File: config.mk
export PLATFORM = sky130hd
export DESIGN_NAME = sha256_msg_sched_flat
export DESIGN_NICKNAME = d
export VERILOG_FILES = /design/src/rtl/sha256_msg_sched_if.sv /design/src/rtl/sha256_msg_sched.sv /design/src/flat_wrapper.sv
export SDC_FILE = /design/constraint.sdc
export NUM_CORES = 1
export LEC_CHECK = 0
export CAP_MARGIN = 20
export CORE_MARGIN = 2
export CORE_UTILIZATION = 62
export DETAILED_ROUTE_END_ITERATION = 8
export PLACE_DENSITY = 0.87
export RECOVER_POWER = 50
export SKIP_CTS_REPAIR_TIMING = 1
export SYNTH_ARGS = -nofsm -noshare
export SYNTH_HDL_FRONTEND = slang
export SYNTH_SLANG_ARGS = --single-unit
File: constraint.sdc
create_clock -name clk -period 60.6 [get_ports clk]
set_input_delay 15.15 -clock clk [delete_from_list [all_inputs] [get_ports clk]]
set_output_delay 15.15 -clock clk [all_outputs]
set_load 0.02 [all_outputs]
File: src/rtl/sha256_msg_sched_if.sv
// ---------------------------------------------------------------------------
// sha256_msg_sched_if
// Bundles the two streams of the SHA-256 message schedule generator.
//   Input stream  : in_valid / in_ready / in_word        (message words W0..W15)
//   Output stream : w_valid / w_ready / w_word / w_idx   (schedule words W_t)
//   blk_done      : pulse that accompanies the accept of the last W_t of a block
// Modports:
//   master - the schedule generator itself (it masters the W_t stream)
//   slave  - the environment: message source and W_t consumer
// ---------------------------------------------------------------------------
interface sha256_msg_sched_if;
    logic        in_valid;
    logic        in_ready;
    logic [31:0] in_word;
    logic        w_valid;
    logic        w_ready;
    logic [31:0] w_word;
    logic [5:0]  w_idx;
    logic        blk_done;

    modport master (
        input  in_valid, in_word, w_ready,
        output in_ready, w_valid, w_word, w_idx, blk_done
    );

    modport slave (
        output in_valid, in_word, w_ready,
        input  in_ready, w_valid, w_word, w_idx, blk_done
    );
endinterface

File: src/rtl/sha256_msg_sched.sv
// ---------------------------------------------------------------------------
// sha256_msg_sched
// Sequential SHA-256 message schedule generator. Takes the 16 big-endian
// message words of one 512-bit block, forwards them as W0..W15, then expands
// W16..W(ROUNDS-1) from a 16-word sliding window, one word per transfer.
// Parameters:
//   ROUNDS   number of W words emitted per block (17..64, 64 for FIPS 180-4)
// Ports:
//   clk        clock, all state changes on the rising edge
//   rst_n      synchronous reset, active low
//   io_sched   stream bundle (master side), see sha256_msg_sched_if
// ---------------------------------------------------------------------------
module sha256_msg_sched #(
    parameter int ROUNDS = 64
) (
    input logic                clk,
    input logic                rst_n,
    sha256_msg_sched_if.master io_sched
);

    localparam logic [1:0] ST_LOAD   = 2'd0;
    localparam logic [1:0] ST_EXPAND = 2'd1;
    localparam logic [1:0] ST_DRAIN  = 2'd2;

    localparam logic [6:0] LAST_LOAD_T = 7'd15;
    localparam logic [6:0] LAST_T      = 7'(ROUNDS - 1);

    logic [1:0]  r_state;
    logic [6:0]  r_t;
    logic [31:0] r_win [16];
    logic [31:0] r_outWord;
    logic [5:0]  r_outIdx;
    logic        r_outValid;

    logic        w_slotFree;
    logic        w_inAccept;
    logic        w_outAccept;
    logic        w_shiftEn;
    logic [31:0] w_shiftIn;
    logic [31:0] w_newW;

    function automatic logic [31:0] f_ror(input logic [31:0] x, input int n);
        return (x >> n) | (x << (32 - n));
    endfunction

    function automatic logic [31:0] f_sigma0(input logic [31:0] x);
        return f_ror(x, 7) ^ f_ror(x, 18) ^ (x >> 3);
    endfunction

    function automatic logic [31:0] f_sigma1(input logic [31:0] x);
        return f_ror(x, 17) ^ f_ror(x, 19) ^ (x >> 10);
    endfunction

    // The output register can take a new word when it is empty or its
    // current word is being consumed this cycle.
    assign w_slotFree  = !r_outValid || io_sched.w_ready;
    assign w_outAccept = r_outValid && io_sched.w_ready;
    assign w_inAccept  = (r_state == ST_LOAD) && w_slotFree && io_sched.in_valid;

    // win[15] is W(t-1) and win[0] is W(t-16); the sum wraps mod 2^32.
    assign w_newW = f_sigma1(r_win[14]) + r_win[9] + f_sigma0(r_win[1]) + r_win[0];

    // Both loading and expanding push exactly one word into the window.
    assign w_shiftEn = w_inAccept || ((r_state == ST_EXPAND) && w_slotFree);
    assign w_shiftIn = (r_state == ST_LOAD) ? io_sched.in_word : w_newW;

    assign io_sched.in_ready = (r_state == ST_LOAD) && w_slotFree;
    assign io_sched.w_valid  = r_outValid;
    assign io_sched.w_word   = r_outWord;
    assign io_sched.w_idx    = r_outIdx;
    assign io_sched.blk_done = (r_state == ST_DRAIN) && w_outAccept;

    // Sliding window: oldest word at index 0, newest enters at index 15.
    // A stalled output register freezes the window as well.
    always_ff @(posedge clk) begin
        if (!rst_n) begin
            for (int i = 0; i < 16; i++) begin
                r_win[i] <= '0;
            end
        end else if (w_shiftEn) begin
            for (int i = 0; i < 15; i++) begin
                r_win[i] <= r_win[i + 1];
            end
            r_win[15] <= w_shiftIn;
        end
    end

    // Sequencer plus output register. LOAD forwards the 16 message words,
    // EXPAND derives the rest, DRAIN waits for the last word to be taken.
    always_ff @(posedge clk) begin
        if (!rst_n) begin
            r_state    <= ST_LOAD;
            r_t        <= '0;
            r_outWord  <= '0;
            r_outIdx   <= '0;
            r_outValid <= 1'b0;
        end else begin
            case (r_state)
                ST_LOAD: begin
                    if (w_inAccept) begin
                        r_outWord  <= io_sched.in_word;
                        r_outIdx   <= r_t[5:0];
                        r_outValid <= 1'b1;
                        r_t        <= r_t + 7'd1;
                        if (r_t == LAST_LOAD_T) begin
                            r_state <= ST_EXPAND;
                        end
                    end else if (w_outAccept) begin
                        r_outValid <= 1'b0;
                    end
                end
                ST_EXPAND: begin
                    if (w_slotFree) begin
                        r_outWord  <= w_newW;
                        r_outIdx   <= r_t[5:0];
                        r_outValid <= 1'b1;
                        r_t        <= r_t + 7'd1;
                        if (r_t == LAST_T) begin
                            r_state <= ST_DRAIN;
                        end
                    end
                end
                ST_DRAIN: begin
                    if (w_outAccept) begin
                        r_outValid <= 1'b0;
                        r_outWord  <= '0;
                        r_outIdx   <= '0;
                        r_t        <= '0;
                        r_state    <= ST_LOAD;
                    end
                end
                default: begin
                    r_state <= ST_LOAD;
                end
            endcase
        end
    end

endmodule
File: src/flat_wrapper.sv
// flat-port wrapper written by rule: the top's interface ports become plain ports
module sha256_msg_sched_flat 
#(
    parameter int ROUNDS = 64
)
  (clk, rst_n, io_sched_in_valid, io_sched_in_word, io_sched_w_ready, io_sched_in_ready, io_sched_w_valid, io_sched_w_word, io_sched_w_idx, io_sched_blk_done);
  sha256_msg_sched_if io_sched_i ();
  input logic clk;
  input logic rst_n;
  input wire logic [$bits(io_sched_i.in_valid)-1:0] io_sched_in_valid;
  input wire logic [$bits(io_sched_i.in_word)-1:0] io_sched_in_word;
  input wire logic [$bits(io_sched_i.w_ready)-1:0] io_sched_w_ready;
  output wire logic [$bits(io_sched_i.in_ready)-1:0] io_sched_in_ready;
  output wire logic [$bits(io_sched_i.w_valid)-1:0] io_sched_w_valid;
  output wire logic [$bits(io_sched_i.w_word)-1:0] io_sched_w_word;
  output wire logic [$bits(io_sched_i.w_idx)-1:0] io_sched_w_idx;
  output wire logic [$bits(io_sched_i.blk_done)-1:0] io_sched_blk_done;
  assign io_sched_i.in_valid = io_sched_in_valid;
  assign io_sched_i.in_word = io_sched_in_word;
  assign io_sched_i.w_ready = io_sched_w_ready;
  assign io_sched_in_ready = io_sched_i.in_ready;
  assign io_sched_w_valid = io_sched_i.w_valid;
  assign io_sched_w_word = io_sched_i.w_word;
  assign io_sched_w_idx = io_sched_i.w_idx;
  assign io_sched_blk_done = io_sched_i.blk_done;
  sha256_msg_sched #(.ROUNDS(ROUNDS)) u_core (.clk(clk), .rst_n(rst_n), .io_sched(io_sched_i));
endmodule
==> metrics.md <==
| Metric | Value |
|---|---|
| RSZ-0062 raised after global routing | no |
| Root buf cell | clkbuf_16 |
| Initial antenna violation count | 1 |
| Final Setup Violations | 0 |
| Crit share post-route | 52.9% |
| Yosys top cell by area | edfxtp_1 |
| Seq pwr share | 40.3% |
| Status | finished, violations left |
| Number of DRC markers in iteration 0 | between 1000 and 1500 |
| Via-to-Cell Ratio | 5.69 |
| Wire length per cell | 20.6 um |
| Clock group share of total power | 28.3% |
| Slew headroom | -569% |
| NetSw | 0.000396 W |
| Primary FF master, synth | edfxtp_1 |
| Critical Path Start Type | input pin |
| Initial Util | 63.2% |
| Mapped Avg Cell Area | 12.9 um^2 |
| Die X | 209 um |
| Remaining antenna violation count | 0 |
| First-pass GRT wire length | 83100 um |
| Count of cell types in the netlist | between 60 and 70 |
| Row count | between 70 and 80 |
| Sw Share | between 30% and 40% |
| Die H | 209 um |
| Top cells by area, synth | edfxtp_1, and2_1, fa_1, xnor2_1, dfxtp_1 |
| Post-synthesis cell area | 0.0259 mm^2 |
| Gr usage total | 25.3% |
| # diodes | 0 |
| CTS tree | built |
| Hold WC Path Type | register to register |
| CTS buffer count | 54 |
| Area growth from synthesis to layout | 11.1% |
| Post-Place Cells | 2528 |
| Post-synth EDFFs | 512 |
| CP required | 45.45 ns |
| Number of global-route vias before repair | about 15000 |
| H-Tree Depth | 2 |
| Drt pass-1 iters | 7 |
| Remaining DRCs | 0 |
| Post-DP HPWL | 35400 um |
| Crit Path Class | input pin to primary output |
| Asr flop ratio synth | 0% |
| Met2 Wirelength | about 25000 um |
| Worst-margin pin slew | 10.04 ns |
| Post-synth net total | 2143 |
| Max clock buf depth | 3 |
| Congestion Overflow GR | 0 |
| Port bufs | 76 |
| Fmax | a little over 30 MHz |
| Placer Congestion | about 0.97 |
| Layout cells sized above 1 | 4.58% |
| I/O pin count | 77 |
| Minimum clock period | 32.06 ns |
| CTS clk-pin slew, worst paths | 0.06 ns |
| Post-route core utilization | 70.3% |
| Clk_lat worst skew | 0.60 ns |
| Max-slew violations | 730 |
| Failing checks | capacitance limit, slew limit |
| Final worst slack | 28.54 ns |
| DR vias | 15000 |
| Number of non-filler instances in the completed layout | around 2600 |
| Largest vdd supply drop | between 0.02 and 0.025 mV |
| Crit Path Max Fanout | 10 |
| Layout Nets | 2187 |
| P_leak | 11.2 nW |
| Fin. Hold Viols | 0 |
| Register area share after synthesis | 63.0% |
| CP arrival | 16.91 ns |
| Post-synth top cells | edfxtp_1, and2_1, inv_1 |
| Met3 WL | 4550 um |
| Met1 Wirelength | around 23000 um |
| Core area | 0.0410 mm^2 |
| Die area | 0.0435 mm^2 |
| Largest net degree at the start of global routing | 319 |
| Comb pwr share | 31.3% |
| WL final | approximately 54000 um |
| PD cells | 40.7 mW/mm^2 |
| Mapped Cells | 2009 |
| Yosys top cell area share | 59.3% |
| Synth warnings | 0 |
| Clock skew | 0.0161 ns |
| Count leader, synth | edfxtp_1 |
| Post-synthesis register bit count | 560 |
| Crit. End Element | primary output |
| Place WS | 28.53 ns |
| Reg2Reg Setup Slack | approximately 50 ns |
| Internal power | between 0.0007 and 0.0008 W |
| Maxcap violations | 5 |
| Sum Neg Setup Slack | 0 ns |
| CTS sink count | 560 |
| Max Used Layer | met4 |
metal layers:
metal / global-route usage (%) / vias to the layer above
met5: 0 / -
met4: 9.10 / 0
met3: 5.89 / 103
met2: 38.5 / 543
met1: 36.1 / 7364
li1: - / 6944
registers in the layout (all words and copies together), names as in the netlist:
name and flops:
u_core.r_win 512, u_core.r_state 2, u_core.r_t 7, u_core.io_sched.w_idx 6, u_core.io_sched.w_word 32, u_core.io_sched.w_valid 1
kinds of logic (layout without fill, tap and decap cells):
kind of cell	Yosys count	in the layout	synth area share, %
AO/OA/AOI/OAI	237	237	5.75
buffers and inverters	250	336	3.65
XOR/XNOR	149	149	5.03
multiplexers	7	7	0.270
flip-flops	560	560	63.0
AND/OR/NAND/NOR	708	708	15.8
adder cells (fa/ha/maj)	98	98	6.52
through the flow:
stage / total power [W] / hold slack, ns / area [um^2]
floorplan: 0.000747 / 0.453 / 25900
detailed placement: 0.000832 / 0.450 / 27100
CTS: 0.00117 / 0.464 / 28800
global route: 0.00123 / 0.497 / 28800
finish: 0.00117 / 0.458 / 28800
global placement: 0.000824 / 0.443 / 27100
placed cells by master (no fill, tap or decap), types with 8 or more instances in the layout:
master | synthesis | routed
a21o_1 | 10 | 10
edfxtp_1 | 512 | 512
dlygate4sd3_1 | 0 | 39
nand3_1 | 28 | 28
nand4_1 | 16 | 16
and2_0 | 0 | 199
a21oi_1 | 78 | 78
fa_1 | 62 | 62
or3_1 | 9 | 9
nand2_1 | 63 | 63
xnor2_1 | 124 | 124
inv_1 | 149 | 149
clkdlybuf4s50_1 | 0 | 36
xor2_1 | 25 | 25
clkbuf_1 | 91 | 23
a221oi_1 | 9 | 8
and2_1 | 488 | 289
dfxtp_1 | 48 | 48
nor2_1 | 64 | 64
o211ai_1 | 11 | 11
nor3_1 | 10 | 10
clkbuf_16 | 0 | 55
a211oi_1 | 9 | 9
ha_1 | 36 | 36
o21ai_0 | 64 | 63
clkinv_1 | 1 | 11
power groups by stage:
stage	Clock [W]	Combinational, W	Sequential (W)
global route	0.000351	0.000398	0.000476
finish	0.000332	0.000368	0.000473
detailed placement	0	0.000353	0.000479
floorplan	0	0.000246	0.000501
CTS	0.000337	0.000358	0.000471
global placement	0	0.000346	0.000478
critical path, cell delays in order:
cell             delay, ns
clkdlybuf4s50_1       0.47
nor2b_1               0.62
nor2_1                0.09
clkdlybuf4s50_1       0.57
final timing paths:
path                                               start                  endpoint  depth (start not counted)
worst min-delay path            u_core.io_sched.w_idx[2]  u_core.io_sched.w_idx[2]                          2
worst max-delay path                    io_sched_w_ready         io_sched_in_ready                          4
worst min register to register  u_core.io_sched.w_idx[2]  u_core.io_sched.w_idx[2]                          2
worst max register to register         u_core.r_state[0]       u_core.r_win[2][23]                          7
area by class of cell:
cell class,count,area [um^2]
flip-flops and latches,560,16300
fillers,2701,12200
multi-input cells,1199,8680
clock buffers,73,1450
repair buffers,88,846
well taps,532,666
inverters,150,563
clock inverters,25,275
Note: power is estimated with default switching activity, not from simulation.
